===== src/rtl/hazard_stall_unit.sv =====
`default_nettype none
// +------------------------------------------------------------------------+
// | hazard_stall_unit: load-use / branch-operand stalls, taken-branch      |
// | flush and data-memory freeze for the 5-stage pipeline.  Rev 1.0        |
// +------------------------------------------------------------------------+
module hazard_stall_unit #(
  parameter int WAIT_MAX = 16,
  parameter int CNT_W    = 32
) (
  input  logic             clk,
  input  logic             rst_n,
  input  logic [4:0]       ID_Rs,
  input  logic [4:0]       ID_Rt,
  input  logic             ID_UsesRt,
  input  logic             ID_Branch,
  input  logic             Branch_Taken,
  input  logic             ID_EX_MemRead,
  input  logic             ID_EX_RegWrite,
  input  logic [4:0]       ID_EX_Rd,
  input  logic             EX_MEM_MemRead,
  input  logic             EX_MEM_MemWrite,
  input  logic [4:0]       EX_MEM_Rd,
  input  logic             dmem_ready,
  output logic             PCWrite,
  output logic             IF_ID_Write,
  output logic             IF_ID_Flush,
  output logic             ID_EX_Write,
  output logic             ID_EX_Flush,
  output logic             EX_MEM_Write,
  output logic             MEM_WB_Flush,
  output logic             mem_timeout,
  output logic [CNT_W-1:0] stall_count
);

  typedef enum logic [1:0] {
    RUN       = 2'd0,
    BR_STALL2 = 2'd1,
    MEM_WAIT  = 2'd2
  } state_t;

  localparam logic [7:0] c_wait_max = 8'(WAIT_MAX);

  state_t           state_q, state_d;
  state_t           ret_q, ret_d;
  state_t           w_eff_state;
  logic [7:0]       wait_cnt_q, wait_cnt_d;
  logic             mem_timeout_q, mem_timeout_d;
  logic [CNT_W-1:0] stall_count_q, stall_count_d;

  logic w_ex_hit, w_mem_hit;
  logic w_lu, w_bex, w_bmem, w_mw;
  logic w_freeze, w_stall, w_flush;

  always_comb begin
    w_ex_hit  = (ID_EX_Rd != 5'd0) &&
                ((ID_Rs == ID_EX_Rd) || (ID_UsesRt && (ID_Rt == ID_EX_Rd)));
    w_mem_hit = (EX_MEM_Rd != 5'd0) &&
                ((ID_Rs == EX_MEM_Rd) || (ID_UsesRt && (ID_Rt == EX_MEM_Rd)));
    w_lu      = ID_EX_MemRead && w_ex_hit;
    w_bex     = ID_Branch && ID_EX_RegWrite && w_ex_hit;
    w_bmem    = ID_Branch && EX_MEM_MemRead && w_mem_hit;
    w_mw      = (EX_MEM_MemRead || EX_MEM_MemWrite) && !dmem_ready;
  end

  // While waiting, behave as the state we were in before the freeze began.
  always_comb begin
    state_d       = state_q;
    ret_d         = ret_q;
    wait_cnt_d    = wait_cnt_q;
    mem_timeout_d = mem_timeout_q;
    w_stall       = 1'b0;
    w_flush       = 1'b0;
    w_eff_state   = (state_q == MEM_WAIT) ? ret_q : state_q;
    w_freeze      = (state_q == MEM_WAIT) ? !dmem_ready : w_mw;

    if (w_freeze) begin
      state_d = MEM_WAIT;
      ret_d   = w_eff_state;
      if (wait_cnt_q != 8'hFF) begin
        wait_cnt_d = wait_cnt_q + 8'd1;
      end
      if (wait_cnt_d >= c_wait_max) begin
        mem_timeout_d = 1'b1;
      end
    end else begin
      wait_cnt_d = 8'd0;
      ret_d      = RUN;
      state_d    = RUN;
      if (w_eff_state == BR_STALL2) begin
        w_stall = 1'b1;
      end else if (w_lu || w_bex || w_bmem) begin
        w_stall = 1'b1;
        // A branch waiting on a load still in EX needs a second bubble.
        if (ID_Branch && w_lu) begin
          state_d = BR_STALL2;
        end
      end else begin
        w_flush = ID_Branch && Branch_Taken;
      end
    end
  end

  always_comb begin
    stall_count_d = stall_count_q;
    if ((w_freeze || w_stall) && (stall_count_q != {CNT_W{1'b1}})) begin
      stall_count_d = stall_count_q + CNT_W'(1);
    end
  end

  always_comb begin
    PCWrite      = 1'b1;
    IF_ID_Write  = 1'b1;
    IF_ID_Flush  = 1'b0;
    ID_EX_Write  = 1'b1;
    ID_EX_Flush  = 1'b0;
    EX_MEM_Write = 1'b1;
    MEM_WB_Flush = 1'b0;
    if (!rst_n) begin
      PCWrite      = 1'b0;
      IF_ID_Write  = 1'b0;
      IF_ID_Flush  = 1'b1;
      ID_EX_Write  = 1'b0;
      ID_EX_Flush  = 1'b1;
      EX_MEM_Write = 1'b0;
      MEM_WB_Flush = 1'b1;
    end else if (w_freeze) begin
      PCWrite      = 1'b0;
      IF_ID_Write  = 1'b0;
      ID_EX_Write  = 1'b0;
      EX_MEM_Write = 1'b0;
      MEM_WB_Flush = 1'b1;
    end else if (w_stall) begin
      PCWrite      = 1'b0;
      IF_ID_Write  = 1'b0;
      ID_EX_Flush  = 1'b1;
    end else if (w_flush) begin
      IF_ID_Flush  = 1'b1;
    end
  end

  always_ff @(posedge clk or negedge rst_n) begin
    if (!rst_n) begin
      state_q       <= RUN;
      ret_q         <= RUN;
      wait_cnt_q    <= 8'd0;
      mem_timeout_q <= 1'b0;
      stall_count_q <= '0;
    end else begin
      state_q       <= state_d;
      ret_q         <= ret_d;
      wait_cnt_q    <= wait_cnt_d;
      mem_timeout_q <= mem_timeout_d;
      stall_count_q <= stall_count_d;
    end
  end

  assign mem_timeout = mem_timeout_q;
  assign stall_count = stall_count_q;

endmodule
`default_nettype wire


===== config.mk =====
export PLATFORM = sky130hd
export DESIGN_NAME = hazard_stall_unit
export DESIGN_NICKNAME = d
export VERILOG_FILES = /design/src/rtl/hazard_stall_unit.sv
export SDC_FILE = /design/constraint.sdc
export NUM_CORES = 1
export LEC_CHECK = 0
export BUFFER_PORTS_ARGS = -buffer_cell sky130_fd_sc_hd__buf_2
export CORE_AREA = 2 2 87 81
export DETAILED_ROUTE_END_ITERATION = 8
export DIE_AREA = 0 0 89 83
export GPL_TIMING_DRIVEN = 0
export REMOVE_ABC_BUFFERS = 1
export SYNTH_ARGS = -nofsm -noshare
export SYNTH_HDL_FRONTEND = slang
export SYNTH_SLANG_ARGS = --single-unit

===== constraint.sdc =====
create_clock -name clk -period 6.4 [get_ports clk]
set_clock_uncertainty 0.05 [all_clocks]
set_input_delay 1.28 -clock clk [delete_from_list [all_inputs] [get_ports clk]]
set_output_delay 1.28 -clock clk [all_outputs]
set_load 0.03 [all_outputs]

* Word-level counts from Yosys, hierarchy flattened
Index checks and enable logic that the tools add are counted.
Storage, ports and cells: output and inout port bits 40, logic and storage cells 69, input port bits 30, register bits after elaboration 45
Operators by class: multiplexer cells 30, magnitude comparators 1, add/sub/neg operators 2, equality and inequality tests 8, reductions and logical operators 23
Operators by type and width (number):
- 32-bit by 1-bit adder with 32-bit output (second input constant) | 1
- 32-bit != test (second input constant) | 1
- 1-bit two-way mux | 24
- 8-bit two-way mux | 3
- 5-bit == test | 4
- 1-bit logical AND | 13
- 5-bit nonzero test | 2
- 8-bit by 1-bit adder with 8-bit output (second input constant) | 1
- 8-bit by 5-bit >= comparator with 1-bit output (second input constant) | 1
- 8-bit != test (second input constant) | 1
- 1-bit logical OR | 6
- 2-bit two-way mux | 3
- 2-bit by 1-bit == test with 1-bit output (second input constant) | 1
- 2-bit == test (second input constant) | 1
- 2-bit AND reduction | 1
- 1-bit logical NOT | 1

* Longest topological paths before layout
Gate-level depths: netlist of run 1.
depth after elaboration 14, depth in mapped cells 9, mapped depth without buffers 8

* Least setup slack after synthesis of run 1
No wires, ideal clock.
kind in2out, start input EX_MEM_MemWrite, end output PCWrite, buffers on the path 2, arrival 3.018 ns, slack 2.052 ns, cell stages on the path 7, cell sequence a211oi_1 or2_2 clkbuf_1 nand2_1 inv_1 and2_1 buf_4
Between the ends: longest elaborated chain between the ends 7
Ends and longest elaborated chain:
- start, declared | RTL line 21 | input logic EX_MEM_MemWrite,
- 1-bit logical OR (*) | RTL line 62 | w_mw = (EX_MEM_MemRead || EX_MEM_MemWrite) && !dmem_ready;
- 1-bit logical AND (*) | RTL line 62
- 1-bit two-way mux (*) | RTL line 74 | w_freeze = (state_q == MEM_WAIT) ? !dmem_ready : w_mw;
- 1-bit two-way mux | RTL line 76 | if (w_freeze) begin
- 1-bit two-way mux
- 1-bit two-way mux (*) (2 in a row)
- end, declared | RTL line 24 | output logic PCWrite,
Every way passes the cells marked *; elsewhere a longest branch is shown, timed or not.

* Worst setup path after layout of run 1
start input EX_MEM_Rd[0], end output ID_EX_Flush
Between the ends: longest elaborated chain between the ends 12, elaborated cells on any way between the ends 14
Ends and longest elaborated chain:
- start, declared | RTL line 22 | input logic [4:0] EX_MEM_Rd,
- 5-bit == test | RTL line 58 | ((ID_Rs == EX_MEM_Rd) || (ID_UsesRt && (ID_Rt == EX_MEM_Rd)));
- 1-bit logical AND | RTL line 58
- 1-bit logical OR | RTL line 58
- 1-bit logical AND (*) | RTL line 57 | w_mem_hit = (EX_MEM_Rd != 5'd0) &&
- 1-bit logical AND (*) | RTL line 61 | w_bmem = ID_Branch && EX_MEM_MemRead && w_mem_hit;
- 1-bit logical OR (*) | RTL line 91 | end else if (w_lu || w_bex || w_bmem) begin
- 1-bit two-way mux (*) | RTL line 91
- 1-bit two-way mux (*) | RTL line 89 | if (w_eff_state == BR_STALL2) begin
- 1-bit two-way mux (*) | RTL line 76
- 1-bit two-way mux (*) | RTL line 132 | end else if (w_stall) begin
- 1-bit two-way mux (*) | RTL line 126 | end else if (w_freeze) begin
- 1-bit two-way mux (*) | RTL line 118 | if (!rst_n) begin
- end, declared | RTL line 28 | output logic ID_EX_Flush,
Marked as above.

==> results.json, run 1 <==
{
  "routedWlPerCell_um": 13.53,
  "final_antenna_net_count": 0,
  "drt-total-wl_um": 5452,
  "cts_resized": 0,
  "synth_top_family_by_area": "simple AND/OR/NAND/NOR gates",
  "place.port_buffers": 69,
  "synth.ff_latch_count": 45,
  "num_vias": 1996,
  "clock_insertion_delay_worst_skew_ps": 290,
  "most_instantiated_flip_flop_cell_in_the_synthesis_netlist": "sky130_fd_sc_hd__dfrtp_1",
  "use_met1_pct": 21.08,
  "synth_async_sr_flop_share_pct": 100.0,
  "critPathBufInv": 2,
  "detailedPlace.worstSlack_ps": 2016,
  "syn_area_per_cell_um2": 10.27,
  "synth_top_area_share_pct": 44.58,
  "post_cts_buffers": 0,
  "power-per-cell-area_nw_per_um2": 226.3,
  "synth_adder_area_share_pct": 0.9906,
  "worstPathArrival_ps": 3050,
  "setup_tns_ps": 0,
  "die_x_um": 89,
  "max-cap-violations": 0,
  "seqCellArea_um2": 1126,
  "cp_data_required_time_ps": 5070,
  "cp_max_fo": 5,
  "fp.dieH_um": 83,
  "final_critical_path_setup_slack_ps": 2019,
  "crit_type": "primary input to primary output",
  "io_pins": 70,
  "layout.core_utilization_pct": 46.56,
  "seq_area_frac_synth_pct": 44.58,
  "core_area_um2": 6446,
  "yosys-mux-area-fraction_pct": 2.031,
  "hold_path_end": "stall_count[27]$_DFFE_PN0P_",
  "clock_tree.buffer_depth": 2,
  "rr_startpoint": "state_q[0]$_DFF_PN0_",
  "timing_hold_violations_final": 0,
  "min-delay-start": "stall_count[27]$_DFFE_PN0P_",
  "timing.slew.headroom_pct": 30.40,
  "run_status": "completed",
  "grt_busiest_layer": "met2",
  "drive_above_1_share_pct": 29.71,
  "grtUsageTotal_pct": 15.80,
  "initial_core_util_pct": 39.19,
  "h_tree_levels": 2,
  "grt_antenna_before_repair": 0,
  "post_synthesis_cell_type_count": 41,
  "setup-violations-final": 0,
  "vias_per_cell": 4.953,
  "cell_accounting_for_the_most_synthesized_area": "sky130_fd_sc_hd__dfrtp_1",
  "slowest_delay_ps": 370,
  "slew_at_the_pin_with_the_worst_max_slew_slack_ps": 1044,
  "diodes": 0,
  "r2r.worst_path.cells": 7,
  "final.fill_count": 673,
  "final.min_clock_period_ps": 4381,
  "totalPowerFinal_w": 0.0006794,
  "vdd_ir_drop_max_uv": 203.6,
  "path_cells": "buf_2 -> or3_1 -> o311a_1 -> a32oi_2 -> nor2b_1 -> o21ai_0 -> buf_2",
  "grt.met2_usage_pct": 25.78,
  "yosys_warnings": 0,
  "worst_setup_path_end_kind": "primary output",
  "multi_input_area_um2": 1329,
  "floorplan.rows": 28,
  "routabilityCongestion": 0.8310,
  "finalMaxSlewViolations": 0,
  "clock_sinks": 45,
  "r2r_end": "stall_count[1]$_DFFE_PN0P_",
  "startpoint_type": "primary input",
  "final_net_count": 346,
  "detailedPlacementHpwl_um": 4077,
  "achievable-frequency_mhz": 228.3,
  "clk_pin_slew_ps": 80,
  "finalHoldWorstSlack_ps": 435.5,
  "synth_compound_gate_area_share_pct": 4.705,
  "slowest_stage": "sky130_fd_sc_hd__or3_1",
  "worstHoldPathType": "register to register",
  "ctsHoldBuffers": 0,
  "critPathMostFrequentCell": "sky130_fd_sc_hd__buf_2",
  "synth.cell_area_um2": 2526,
  "die_area_um2": 7387,
  "synth_simple_gate_area_share_pct": 26.50,
  "dr.first_iter.drc_count": 75,
  "drt_drc_violations_left": 0,
  "grt_start_max_net_pins": 49,
  "grt_first_pass_wirelength_um": 9315,
  "post_synth_xor_area_fraction_pct": 18.38,
  "min_period_over_period_pct": 68.45,
  "synth.top_cells.by_area": "sky130_fd_sc_hd__dfrtp_1 45%, sky130_fd_sc_hd__xnor2_1 12%, sky130_fd_sc_hd__xor2_1 5.9%",
  "clock_tree.root_cell": "sky130_fd_sc_hd__clkbuf_8",
  "netlist_instances": 246,
  "synthToLayoutAreaGrowth_pct": 18.82,
  "firstDrtPassIters": 4,
  "setup_repair_after_global_routing_missed_its_margin": "false",
  "leakage_nw": 1.400,
  "tritoncts.num_buffers": 5,
  "r2r_setup_slack_ps": 4000,
  "number_of_synthesized_flops_with_an_enable_pin": 0,
  "min_delay_path_depth": 1,
  "cp_top_family": "compound AO/OA/AOI/OAI gates",
  "grt_pass1_vias": 1976,
  "globalRouteMet3Util_pct": 4.076,
  "grt_remaining_overflow": 0,
  "cts_tree": "yes"
}
## synthesized netlist by cell type, types with 2 or more instances
cell                       count
sky130_fd_sc_hd__a211oi_1      3
sky130_fd_sc_hd__a21oi_1       2
sky130_fd_sc_hd__and2_1        4
sky130_fd_sc_hd__and3_1       13
sky130_fd_sc_hd__and3_4        2
sky130_fd_sc_hd__and4_1        4
sky130_fd_sc_hd__buf_2         2
sky130_fd_sc_hd__buf_4         2
sky130_fd_sc_hd__clkbuf_1      3
sky130_fd_sc_hd__dfrtp_1      45
sky130_fd_sc_hd__ha_1          2
sky130_fd_sc_hd__inv_1         4
sky130_fd_sc_hd__mux2_4        2
sky130_fd_sc_hd__nand2_1      22
sky130_fd_sc_hd__nand3_1      17
sky130_fd_sc_hd__nand4_1      16
sky130_fd_sc_hd__nor2_1       12
sky130_fd_sc_hd__nor2b_1       2
sky130_fd_sc_hd__nor3_1        6
sky130_fd_sc_hd__nor4_2        4
sky130_fd_sc_hd__o21ai_0       3
sky130_fd_sc_hd__o22ai_1       2
sky130_fd_sc_hd__or2_2         2
sky130_fd_sc_hd__or3_1         4
sky130_fd_sc_hd__xnor2_1      36
sky130_fd_sc_hd__xor2_1       17
## where the power goes
| part | leakage (nW) | internal [W] | total [W] | switching [W] |
|---|---|---|---|---|
| Combinational | 0.764 | 0.0000634 | 0.000176 | 0.000112 |
| Sequential | 0.596 | 0.000311 | 0.000341 | 0.0000301 |
| Clock | 0.0399 | 0.0000720 | 0.000162 | 0.0000905 |
| Total | 1.40 | 0.000446 | 0.000679 | 0.000233 |
## cell type report
class                      instances  area share (%)
clock inverter                     1          0.1667
sequential                        45           37.52
clock buffer                       5           2.293
inverter                           4          0.5002
tap                               90           3.752
multi-input combinational        189           44.27
timing repair buffer              69           11.50
## sequential cells by signal, summed over array words and instances (netlist names)
signal	count
mem_timeout	1
ret_q	2
stall_count	32
state_q	2
wait_cnt_q	8
## how the worst max path moves through the flow
stage          slack, ps          from  cells past startpoint     endpoint
6_report            2020  EX_MEM_Rd[0]                      7  ID_EX_Flush
5_1_grt             1920  EX_MEM_Rd[0]                      7  ID_EX_Flush
3_3_place_gp        2020  EX_MEM_Rd[0]                      7  ID_EX_Flush
2_1_floorplan       2050  EX_MEM_Rd[0]                      5  IF_ID_Flush
3_5_place_dp        2020  EX_MEM_Rd[0]                      7  ID_EX_Flush
4_1_cts             2020  EX_MEM_Rd[0]                      7  ID_EX_Flush
## cells in the final DEF, fill, tap and decap left out, drive strengths merged, types with 2 or more instances in the layout
cell type | netlist | routed
nand3 | 17 | 17
and4 | 4 | 4
nor4 | 5 | 5
or3 | 4 | 4
nor2b | 2 | 2
a211oi | 3 | 3
nand4 | 16 | 16
and2 | 5 | 5
clkbuf | 3 | 5
ha | 2 | 2
buf | 5 | 69
o22ai | 2 | 2
mux2 | 3 | 3
o21ai | 3 | 3
nand2 | 22 | 22
and3 | 15 | 15
nor3 | 7 | 7
nor2 | 13 | 13
or2 | 2 | 2
a21oi | 3 | 3
inv | 4 | 4
xor2 | 17 | 17
xnor2 | 36 | 36
dfrtp | 45 | 45
## metrics by stage
stage	area (um2)	cells
final	3002	403
after global routing	3002	403
after CTS	3002	403
after detailed placement	2928	397
after global placement	2928	397
after floorplan	2470	238
## metal layers
metal	wire (um)	part of all wire, %
met4	33	0.61
met5	0	0
met1	2599	48
met2	2572	47
met3	247	4.5
## kinds of logic (layout without fill, tap and decap cells)
group / count (synthesis) / after routing
and+or+nand+nor: 115 / 115
xor gates and xnor gates: 53 / 53
DFF: 45 / 45
AOI/OAI and AO/OA: 15 / 15
buffers and inverters: 12 / 79
muxes: 4 / 4
adders and majority gates: 2 / 2
(Power assumes the default switching activity.)
==> run 2, diff against run 1 <==
--- a/config.mk
+++ b/config.mk
@@ -10,6 +10,7 @@
 export DETAILED_ROUTE_END_ITERATION = 8
 export DIE_AREA = 0 0 89 83
 export GPL_TIMING_DRIVEN = 0
+export PLACE_DENSITY = 0.65
 export REMOVE_ABC_BUFFERS = 1
 export SYNTH_ARGS = -nofsm -noshare
 export SYNTH_HDL_FRONTEND = slang
==> constraint.sdc (replaced) <==
create_clock -name clk -period 4 [get_ports clk]
set_clock_uncertainty 0.05 [all_clocks]
set_input_delay 0.8 -clock clk [delete_from_list [all_inputs] [get_ports clk]]
set_output_delay 0.8 -clock clk [all_outputs]
set_load 0.03 [all_outputs]
==> run 2 against run 1 <==
  * Final cell count rose by 0.50%
  * Highest routed layer unchanged
  * Non-clock buffer count did not move
  * First-iteration DRC count rose by 15%
  * Die area did not move
  * Clock power rose by 91%
  * Sequential cell count did not move
  * Final area rose by 0.92%
==> results.json, run 2 (synthesis results as in run 1) <==
{
  "clock_sinks": 45,
  "final.fill_count": 650,
  "power-per-cell-area_nw_per_um2": 375.2,
  "achievable-frequency_mhz": 295.3,
  "clk_pin_slew_ps": 80,
  "routedWlPerCell_um": 13.65,
  "die_area_um2": 7387,
  "layout_commonest_cell": "sky130_fd_sc_hd__buf_2",
  "routabilityCongestion": 0.8785,
  "setup-violations-final": 0,
  "synthToLayoutAreaGrowth_pct": 19.91,
  "r2r_setup_slack_ps": 1610,
  "finalMaxSlewViolations": 0,
  "grtUsageTotal_pct": 15.82,
  "slew_at_the_pin_with_the_worst_max_slew_slack_ps": 1035,
  "leakage_nw": 1.414,
  "cp_data_required_time_ps": 3150,
  "cts_tree": "yes",
  "leading_cell_types_in_the_layout_fill_and_taps_excluded": "69 x sky130_fd_sc_hd__buf_2, 45 x sky130_fd_sc_hd__dfrtp_1, 36 x sky130_fd_sc_hd__xnor2_1, 22 x sky130_fd_sc_hd__nand2_1",
  "grt_first_pass_wirelength_um": 9390,
  "initial_core_util_pct": 39.19,
  "vdd_ir_drop_max_uv": 359.5,
  "r2r_end": "stall_count[20]$_DFFE_PN0P_",
  "dr.first_iter.drc_count": 86,
  "clock_insertion_delay_worst_skew_ps": 290,
  "min-delay-start": "stall_count[23]$_DFFE_PN0P_",
  "cp_max_fo": 5,
  "critPathMostFrequentCell": "sky130_fd_sc_hd__buf_2",
  "setup_repair_after_global_routing_missed_its_margin": "false",
  "vias_per_cell": 5.017,
  "timing.slew.headroom_pct": 31.01,
  "post-place-cells": 397,
  "clock_tree.buffer_depth": 2,
  "place.port_buffers": 69,
  "critPathBufInv": 2,
  "h_tree_levels": 2,
  "cp_num_cells": 7,
  "final_critical_path_setup_slack_ps": 613.6,
  "ctsHoldBuffers": 0,
  "slowest_delay_ps": 370,
  "min_delay_path_depth": 1,
  "detailedPlace.worstSlack_ps": 600.6,
  "seqCellArea_um2": 1126,
  "crit_type": "primary input to primary output",
  "final_net_count": 346,
  "drt-total-wl_um": 5527,
  "detailedPlacementHpwl_um": 4138,
  "num_vias": 2032,
  "rr_startpoint": "stall_count[0]$_DFFE_PN0P_",
  "io_pins": 70,
  "worstPathArrival_ps": 2540,
  "timing.critical_path.from": "EX_MEM_Rd[0]",
  "setup_tns_ps": 0,
  "hold_path_end": "stall_count[23]$_DFFE_PN0P_",
  "drt_drc_violations_left": 0,
  "multi_input_area_um2": 1329,
  "tritoncts.num_buffers": 5,
  "totalPowerFinal_w": 0.001136,
  "cp_top_family": "compound AO/OA/AOI/OAI gates",
  "floorplan.rows": 28,
  "drive_above_1_share_pct": 30.16,
  "path_cells": "buf_2 -> or3_1 -> o311a_1 -> a32oi_2 -> nand2_1 -> o21ai_0 -> buf_2",
  "worstHoldPathType": "register to register",
  "slowest_stage": "sky130_fd_sc_hd__or3_1",
  "grt_antenna_before_repair": 0,
  "firstDrtPassIters": 4,
  "grt_pass1_vias": 1962,
  "post_layout_cell_count": 405,
  "startpoint_type": "primary input",
  "core_area_um2": 6446,
  "fp.dieH_um": 83,
  "cts_resized": 0,
  "grt_remaining_overflow": 0,
  "max-cap-violations": 0,
  "clock_tree.root_cell": "sky130_fd_sc_hd__clkbuf_8",
  "layout.core_utilization_pct": 46.99,
  "post_cts_buffers": 0,
  "worst_setup_path_end_kind": "primary output",
  "grt_start_max_net_pins": 49,
  "die_x_um": 89,
  "final.min_clock_period_ps": 3386,
  "min_period_over_period_pct": 84.66,
  "largest_register_ffs": 32,
  "r2r.worst_path.cells": 7,
  "diodes": 0,
  "timing_hold_violations_final": 0,
  "run_status": "completed",
  "final_antenna_net_count": 0
}
==> run 2: layout make-up <==
type | instances | area share (%)
multi-input cells | 189 | 43.87
flip-flops and latches | 45 | 37.17
clock inverters | 1 | 0.1652
clock buffers | 7 | 3.180
inverters | 4 | 0.4957
repair buffers | 69 | 11.40
well taps | 90 | 3.717
==> run 2: power breakdown <==
group	total (W)	internal, W	switching [W]
registers	0.000546	0.000497	0.0000485
clock network	0.000309	0.000156	0.000153
logic	0.000282	0.000101	0.000180
==> run 2: metal layers <==
| metal | wire [um] | track usage [%] | up-vias |
|---|---|---|---|
| li1 | - | - | 999 |
| met4 | 56 | 3.256 | 0 |
| met1 | 2694 | 23.29 | 978 |
| met5 | 0 | 0 | - |
| met3 | 246 | 3.479 | 7 |
| met2 | 2530 | 23.95 | 48 |
==> run 2: worst reg2reg max path, stage by stage, from the launching register on <==
cell and delay, ps:
sky130_fd_sc_hd__dfrtp_1 410, sky130_fd_sc_hd__ha_1 220, sky130_fd_sc_hd__and3_1 190, sky130_fd_sc_hd__nand2_1 120, sky130_fd_sc_hd__nor2_1 650, sky130_fd_sc_hd__nand4_1 200
sky130_fd_sc_hd__nor2_2 140, sky130_fd_sc_hd__mux2_4 300
==> run 2: per-stage QoR <==
stage	hold slack, ps	cell area, um2
after global routing	460.7	3029
after CTS	438.4	3029
final	430.7	3029
after detailed placement	422.6	2928
after floorplan	454.4	2470
after global placement	424.6	2928
==> run 2: worst max-delay path by stage <==
stage | to | slack [ps]
global placement | IF_ID_Flush | 600
finish | IF_ID_Flush | 610
global route | IF_ID_Flush | 540
detailed placement | IF_ID_Flush | 600
floorplan | IF_ID_Flush | 610
CTS | IF_ID_Flush | 600
